File: config.mk
export PLATFORM = sky130hd
export DESIGN_NAME = count_frame_rx
export DESIGN_NICKNAME = d
export VERILOG_FILES = /design/src/rtl/count_rx_pkg.sv /design/src/rtl/count_frame_rx_sync_edge.sv /design/src/rtl/count_frame_rx.sv
export SDC_FILE = /design/constraint.sdc
export NUM_CORES = 1
export LEC_CHECK = 0
export ABC_AREA = 1
export CORE_MARGIN = 5
export CORE_UTILIZATION = 45
export CTS_CLUSTER_SIZE = 14
export DETAILED_ROUTE_END_ITERATION = 8
export PLACE_DENSITY_LB_ADDON = 0.08
export SYNTH_ARGS = -nofsm -noshare
export SYNTH_HDL_FRONTEND = slang
export SYNTH_HIERARCHICAL = 1
export SYNTH_SLANG_ARGS = --single-unit
export TNS_END_PERCENT = 50
File: constraint.sdc
create_clock -name clk -period 7.25 [get_ports clk]
set_input_delay 1.45 -clock clk [delete_from_list [all_inputs] [get_ports clk]]
set_output_delay 1.45 -clock clk [all_outputs]
set_load 0.01 [all_outputs]
File: src/rtl/count_rx_pkg.sv
// Shared types and defaults for the count frame receiver.
// Holds the FSM state encoding used by count_frame_rx.
package count_rx_pkg;

  localparam int COUNT_W_DEF = 16;
  localparam int NCH_DEF     = 8;

  typedef enum logic [1:0] {
    ST_IDLE,
    ST_SHIFT,
    ST_DONE
  } state_e;

endpackage

File: src/rtl/count_frame_rx_sync_edge.sv
// Multi-bit synchronizer for transmitter-side inputs.
// Bit 0 is sclk; its rising edge yields a one-clk tick.
module sync_edge #(
  parameter int W      = 9,
  parameter int STAGES = 2
) (
  input  logic         clk,
  input  logic         reset,
  input  logic [W-1:0] d,
  output logic [W-1:0] q,
  output logic         rise
);

  logic [W-1:0] stg_q [STAGES];
  logic [W-1:0] stg_d [STAGES];
  logic         prev_q;
  logic         prev_d;

  always_comb begin
    stg_d[0] = d;
    for (int i = 1; i < STAGES; i++) begin
      stg_d[i] = stg_q[i-1];
    end
    prev_d = stg_q[STAGES-1][0];
  end

  always_ff @(posedge clk) begin
    if (reset) begin
      for (int i = 0; i < STAGES; i++) begin
        stg_q[i] <= '0;
      end
      prev_q <= 1'b0;
    end else begin
      for (int i = 0; i < STAGES; i++) begin
        stg_q[i] <= stg_d[i];
      end
      prev_q <= prev_d;
    end
  end

  assign q    = stg_q[STAGES-1];
  assign rise = q[0] & ~prev_q;

endmodule

File: src/rtl/count_frame_rx.sv
// Serial count-frame receiver: synchronizes a transmitter
// stream, assembles frames and stores them per channel.
module count_frame_rx
  import count_rx_pkg::*;
#(
  parameter int COUNT_W     = COUNT_W_DEF,
  parameter int NCH         = NCH_DEF,
  parameter int SYNC_STAGES = 2
) (
  input  logic                   clk,
  input  logic                   reset,
  input  logic                   sclk,
  input  logic                   serial_in,
  input  logic                   sl,
  input  logic [3:0]             addr,
  input  logic                   ovf_ch,
  input  logic                   ovf_global,
  input  logic                   clr_ovf,
  input  logic [$clog2(NCH)-1:0] rd_addr,
  output logic [COUNT_W-1:0]     rd_data,
  output logic                   rd_ovf,
  output logic [COUNT_W-1:0]     word,
  output logic [$clog2(NCH)-1:0] word_ch,
  output logic                   word_valid,
  output logic                   frame_err,
  output logic                   addr_err,
  output logic                   ovf_sticky,
  output logic                   busy
);

  localparam int AW = $clog2(NCH);
  localparam int CW = $clog2(COUNT_W + 1);

  logic [8:0] raw_v;
  logic [8:0] syn_v;
  logic       tick;
  logic       s_sin, s_sl, s_ovf_ch, s_ovf_g;
  logic [3:0] s_addr;

  assign raw_v = {ovf_global, ovf_ch, addr, sl, serial_in, sclk};

  sync_edge #(.W(9), .STAGES(SYNC_STAGES)) u_sync (
    .clk   (clk),
    .reset (reset),
    .d     (raw_v),
    .q     (syn_v),
    .rise  (tick)
  );

  assign s_sin    = syn_v[1];
  assign s_sl     = syn_v[2];
  assign s_addr   = syn_v[6:3];
  assign s_ovf_ch = syn_v[7];
  assign s_ovf_g  = syn_v[8];

  state_e             state_q, state_d;
  logic [CW-1:0]      cnt_q, cnt_d;
  logic [COUNT_W-1:0] shreg_q, shreg_d;
  logic [3:0]         alat_q, alat_d;
  logic               olat_q, olat_d;
  logic [COUNT_W-1:0] word_q, word_d;
  logic [AW-1:0]      word_ch_q, word_ch_d;
  logic               wv_q, wv_d;
  logic               fe_q, fe_d;
  logic               ae_q, ae_d;
  logic               sticky_q, sticky_d;
  logic               wr_en;
  logic               addr_ok;
  logic [COUNT_W-1:0] bank_q [NCH];
  logic               bovf_q [NCH];
  logic [COUNT_W-1:0] rd_data_q;
  logic               rd_ovf_q;

  assign addr_ok = 32'(alat_q) < 32'(NCH);

  always_comb begin
    state_d   = state_q;
    cnt_d     = cnt_q;
    shreg_d   = shreg_q;
    alat_d    = alat_q;
    olat_d    = olat_q;
    word_d    = word_q;
    word_ch_d = word_ch_q;
    wv_d      = 1'b0;
    fe_d      = 1'b0;
    ae_d      = 1'b0;
    wr_en     = 1'b0;
    unique case (state_q)
      ST_SHIFT: begin
        if (tick && s_sl) begin
          fe_d    = 1'b1;
          alat_d  = s_addr;
          olat_d  = s_ovf_ch;
          cnt_d   = '0;
          shreg_d = '0;
        end else if (tick) begin
          shreg_d = {shreg_q[COUNT_W-2:0], s_sin};
          cnt_d   = cnt_q + 1'b1;
          if (cnt_q == CW'(COUNT_W - 1)) begin
            state_d = ST_DONE;
            // Outputs and bank land together in the DONE cycle
            if (addr_ok) begin
              wv_d      = 1'b1;
              wr_en     = 1'b1;
              word_d    = shreg_d;
              word_ch_d = alat_q[AW-1:0];
            end else begin
              ae_d = 1'b1;
            end
          end
        end
      end
      default: begin
        if (state_q == ST_DONE) state_d = ST_IDLE;
        if (tick && s_sl) begin
          state_d = ST_SHIFT;
          alat_d  = s_addr;
          olat_d  = s_ovf_ch;
          cnt_d   = '0;
          shreg_d = '0;
        end
      end
    endcase
    sticky_d = sticky_q;
    if (clr_ovf) sticky_d = 1'b0;
    if (tick && s_ovf_g) sticky_d = 1'b1;
  end

  always_ff @(posedge clk) begin
    if (reset) begin
      state_q   <= ST_IDLE;
      cnt_q     <= '0;
      shreg_q   <= '0;
      alat_q    <= '0;
      olat_q    <= 1'b0;
      word_q    <= '0;
      word_ch_q <= '0;
      wv_q      <= 1'b0;
      fe_q      <= 1'b0;
      ae_q      <= 1'b0;
      sticky_q  <= 1'b0;
      rd_data_q <= '0;
      rd_ovf_q  <= 1'b0;
      for (int i = 0; i < NCH; i++) begin
        bank_q[i] <= '0;
        bovf_q[i] <= 1'b0;
      end
    end else begin
      state_q   <= state_d;
      cnt_q     <= cnt_d;
      shreg_q   <= shreg_d;
      alat_q    <= alat_d;
      olat_q    <= olat_d;
      word_q    <= word_d;
      word_ch_q <= word_ch_d;
      wv_q      <= wv_d;
      fe_q      <= fe_d;
      ae_q      <= ae_d;
      sticky_q  <= sticky_d;
      rd_data_q <= bank_q[rd_addr];
      rd_ovf_q  <= bovf_q[rd_addr];
      if (wr_en) begin
        bank_q[alat_q[AW-1:0]] <= shreg_d;
        bovf_q[alat_q[AW-1:0]] <= olat_q;
      end
    end
  end

  assign rd_data    = rd_data_q;
  assign rd_ovf     = rd_ovf_q;
  assign word       = word_q;
  assign word_ch    = word_ch_q;
  assign word_valid = wv_q;
  assign frame_err  = fe_q;
  assign addr_err   = ae_q;
  assign ovf_sticky = sticky_q;
  assign busy       = (state_q == ST_SHIFT);

endmodule
==> results.toml, run 1 <==
[synth]
mappedNetlistArea_um2 = 9637
syn_nets = 1099
syn_inst = 1082
yosys_warnings = 6
avgSynthCellArea_um2 = 8.906

[run]
cap_violations = 0

[setup_path]
cpPeakStageDelay_ns = 0.68
arrival_ns = 3.79
crit_top_cell = "buf_4"
crit_chain = "buf_2 > buf_4 > inv_2 > buf_4 > nand4_4 > nand2_1"
slowest_stage = "nand2_1"
critical_path_required_ns = 7.39
crit_type = "in2reg"
critPathLaunchType = "primary input"
cp_max_fo = 46
end_kind = "register"

[detailed_routing]
postRouteAntennaNets = 0
drc = 0
drtIter0Drc = 401
detail_route.first_pass.iterations = 4
vias = 6859
wl_per_cell_um = 17.07
viasPerCell = 4.871
wl_um = 24040

[die]
initial_core_util = 0.4570
dieHeight_um = 156.3
die-width_um = 156.3
core.rowCount = 53
coreArea_um2 = 21090
die_area_um2 = 24440
io_pins = 56

[clocking]
ctsHoldBuffers = 0
cts_buffer_depth = 3
clk_latency_ns = 0.51
cts-buffers-inserted = 25
cts_root_buf = "clkbuf_16"
cts_tree = "built"
postCtsSetupBuffers = 0
clock-sinks = 223
cts_max_level = 1
cts_resized = 0
clk_pin_slew_worst_paths_ns = 0.06

[sta]
drv_slew = 0
rsz0062_at_grt = "false"
post-route-period-util = 0.5040
hold_viol = 0
setup-violations-final = 0
fmax_ghz = 0.2737
slew_headroom = 0.1820
fin_skew_ns = 0.01187
min_period_ns = 3.654
fin_ws_ns = 3.596
tightest_slew_ns = 1.227
setup_tns_ns = 0

[layout]
mostFrequentLayoutCells = "nand2_1 (317), nor2_1 (263), edfxtp_1 (136), dfxtp_1 (87), inv_1 (83)"
final_cells = 1408
layout-drive-gt1-share = 0.08032
mostFrequentLayoutCell = "nand2_1"
antenna-diode-count = 0
nets = 1132
syn_to_final_growth_pct = 15.46

[hold_path]
hold_path_class = "reg2reg"

[power]
ir_drop_uv = 173.8
cellLeakagePower_nw = 4.413
power_density_nw_per_um2 = 257.8

[placement]
place.gp.congestion = 0.8451
dp_hpwl_um = 15090
portBuffers = 55
pre_cts_slack_ns = 3.063
dp.cells = 1363

[global_route]
grt_antenna_before_repair = 0
first_global_vias = 6702
grt_max_degree = 70
grt.total_usage = 0.1992
grt_pass1_wl_um = 37850
overflow = 0

[run_status]
status = "completed"
## worst max-delay path: cells and delay by family
kind	cells	cell delay [ns]
buf+inv	4	1.30
simple gates	2	1.00
## final cells by class
cell class                      count  area (µm²)
Multi-Input combinational cell    715        3153
Tap cell                          275       344.1
Timing Repair Buffer               61       585.6
Fill cell                        1995        9961
Clock inverter                      8       91.34
Clock buffer                       37       793.3
Inverter                           89       334.1
Sequential cell                   223        5826
## state kept, by name, summed over array words and instances, names as in the netlist, 2 cells and up
| name | count |
|---|---|
| alat_q | 4 |
| rd_data | 16 |
| cnt_q | 5 |
| word_ch | 3 |
| shreg_q | 16 |
| word | 16 |
| bank_q | 128 |
| u_sync/stg_q | 18 |
| state_q | 2 |
| bovf_q | 8 |
## stage by stage
stage               utilization  power [mW]  hold WS (ns)  area [µm²]
floorplan                     -       1.512        0.3883        9637
global placement         0.4857       1.570        0.3949       10240
detailed placement       0.4857       1.571        0.3971       10240
CTS                      0.5276       2.890        0.4022       11130
global route             0.5276       2.970        0.4121       11130
finish                   0.5276       2.869        0.4010       11130
## power breakdown
| part | internal (mW) | switching [mW] | total [mW] | leakage [nW] |
|---|---|---|---|---|
| clock | 0.824 | 0.502 | 1.33 | 0.438 |
| sequential | 1.38 | 0.0112 | 1.39 | 2.09 |
| combinational | 0.0468 | 0.103 | 0.150 | 1.88 |
## per-layer routing
| metal | up-vias | global-route usage | wire length, µm |
|---|---|---|---|
| li1 | 3475 | - | - |
| met1 | 3202 | 0.2854 | 11100 |
| met2 | 158 | 0.3277 | 11440 |
| met3 | 24 | 0.03236 | 1245 |
| met4 | 0 | 0.03140 | 250 |
| met5 | - | 0 | 0 |
## final timing paths
check / startpoint / end / slack [ns] / cells past startpoint
worst min register to register: u_sync/stg_q[0][4]$_SDFF_PP0_ / u_sync/stg_q[0][13]$_SDFF_PP0_ / 0.40 / 2
worst max-delay path: reset / bank_q[0][1]$_SDFFCE_PN0P_ / 3.60 / 6
worst min-delay path: u_sync/stg_q[0][4]$_SDFF_PP0_ / u_sync/stg_q[0][13]$_SDFF_PP0_ / 0.40 / 2
worst max register to register: cnt_q[0]$_SDFFE_PP0P_ / bank_q[0][1]$_SDFFCE_PN0P_ / 4.11 / 8
Note: power is estimated with default switching activity, not from simulation.
==> run 2: changes to the inputs <==
Clock period 7.25 ns to 3.4 ns, I/O delays scaled along.
==> run 2 against run 1 <==
  * Cell area increased by 0.45%
  * Via count increased by 2.4%
  * Die area unchanged
  * Non-clock buffer count increased by 18
  * Worst hold slack got worse by 0.0023 ns
  * Critical path depth increased by 3
  * Register-to-register slack got worse by 3.4 ns
  * Global-route usage decreased by 1.0 points
  * Worst setup slack got worse by 2.9 ns
  * First-iteration DRC count increased by 16%
  * Largest power group unchanged
==> results.toml, run 2 (synthesis gave the netlist of run 1 again) <==
[layout]
top_register = "bank_q"
largest_reg_flops = 128
mostFrequentLayoutCell = "nand2_1"
syn_to_final_growth_pct = 15.98
seq_area_um2 = 5826
n_fill_cell = 1960
multi_input_area_um2 = 3153
reg_top3 = "bank_q x128, u_sync/stg_q x18"
antenna-diode-count = 0
mostFrequentLayoutCells = "nand2_1 (317), nor2_1 (263), edfxtp_1 (136), dfxtp_1 (87), inv_1 (83)"
layout-drive-gt1-share = 0.08941
nets = 1150
final_core_utilization = 0.5300

[detailed_routing]
topRoutingLayerUsed = "met4"
wl_um = 22840
wl_met1_um = 10280
drtIter0Drc = 464
postRouteAntennaNets = 0
detail_route.first_pass.iterations = 5
viasPerCell = 4.920
drc = 0
met3_wirelength_um = 1116
wl_per_cell_um = 16.01
met2_length_um = 10980
vias = 7021

[power]
ir_drop_uv = 406.9
pwr-share-comb = 0.055
switchingPower_mw = 1.303
power_mw = 5.886
clkPwrFrac = 0.440
sequentialPowerShare = 0.505
cellLeakagePower_nw = 4.445
switching_share = 0.2213
p_int_mw = 4.583
power_density_nw_per_um2 = 526.6

[global_route]
grt_pass1_wl_um = 36610
grt_antenna_before_repair = 0
grt_max_degree = 69
grt.total_usage = 0.1890
first_global_vias = 6787
overflow = 0

[sta]
setup-violations-final = 0
drv_slew = 0
fmax_ghz = 0.3684
hold_viol = 0
rsz0062_at_grt = "false"
fin_ws_ns = 0.6856
setup_tns_ns = 0
tightest_slew_ns = 0.7901
hold_ws_ns = 0.3988
post-route-period-util = 0.7984
min_period_ns = 2.714
fin_skew_ns = 0.01350
slew_headroom = 0.4720

[clocking]
postCtsSetupBuffers = 0
cts_root_buf = "clkbuf_16"
cts-buffers-inserted = 25
clock-sinks = 223
cts_buffer_depth = 3
cts_tree = "built"
ctsHoldBuffers = 0
cts_resized = 0
cts_max_level = 1
clk_latency_ns = 0.52
clk_pin_slew_worst_paths_ns = 0.06

[placement]
dp_hpwl_um = 14780
portBuffers = 55
pre_cts_slack_ns = 0.6882
place.gp.congestion = 0.7885

[setup_path]
cp_max_fo = 27
crit_type = "reg2reg"
critical_path_required_ns = 3.59
arrival_ns = 2.90
end_kind = "register"
critPathLaunchType = "register"

[die]
initial_core_util = 0.4570
die_area_um2 = 24440
die-width_um = 156.3
io_pins = 56
coreArea_um2 = 21090
core.rowCount = 53
dieHeight_um = 156.3

[run_status]
status = "completed"

[hold_path]
hold_path_class = "reg2reg"

[run]
cap_violations = 0
[run 2: through the flow]
| step | cell area [µm²] | instances |
|---|---|---|
| global route | 11180 | 1427 |
| detailed placement | 10380 | 1381 |
| floorplan | 9637 | 1082 |
| CTS | 11180 | 1427 |
| global placement | 10380 | 1381 |
| finish | 11180 | 1427 |
[run 2: final cells by class]
cell class | count | area share
well taps | 275 | 0.03078
repair buffers | 79 | 0.06448
clock buffers | 40 | 0.06750
clock inverters | 6 | 0.004030
inverters | 89 | 0.02989
multi-input cells | 715 | 0.2821
flip-flops and latches | 223 | 0.5212
[run 2: final timing paths]
path                                                    start                        endpoint  slack, ns  cells after the start
worst min register to register  u_sync/stg_q[0][7]$_SDFF_PP0_  u_sync/stg_q[0][16]$_SDFF_PP0_       0.40                      2
worst max-delay path                    cnt_q[1]$_SDFFE_PP0P_     bank_q[5][14]$_SDFFCE_PN0P_       0.69                      9
worst max register to register          cnt_q[1]$_SDFFE_PP0P_     bank_q[5][14]$_SDFFCE_PN0P_       0.69                      9
worst min-delay path            u_sync/stg_q[0][7]$_SDFF_PP0_  u_sync/stg_q[0][16]$_SDFF_PP0_       0.40                      2
[run 2: power groups by stage]
stage                     clock (mW)  sequential, mW  combinational, mW
after CTS                       2.64            2.97              0.328
after detailed placement           0            3.03              0.326
after global placement             0            3.03              0.327
final                           2.59            2.97              0.324
after floorplan                    0            3.03              0.197
after global routing            2.76            2.98              0.362
[run 2: metal layers]
| layer | track usage | up-vias |
|---|---|---|
| met1 | 0.2581 | 3295 |
| met5 | 0 | - |
| li1 | - | 3516 |
| met3 | 0.02793 | 34 |
| met2 | 0.3213 | 176 |
| met4 | 0.04174 | 0 |
[run 2: critical path, cell delays in order (launching register included)]
cell,delay [ns]
dfxtp_1,0.37
ha_1,0.18
nand2_1,0.07
nor2_1,0.10
ha_1,0.17
nand3_1,0.20
nor2_8,0.53
nand3_4,0.33
nand2_1,0.14
buf_4,0.27
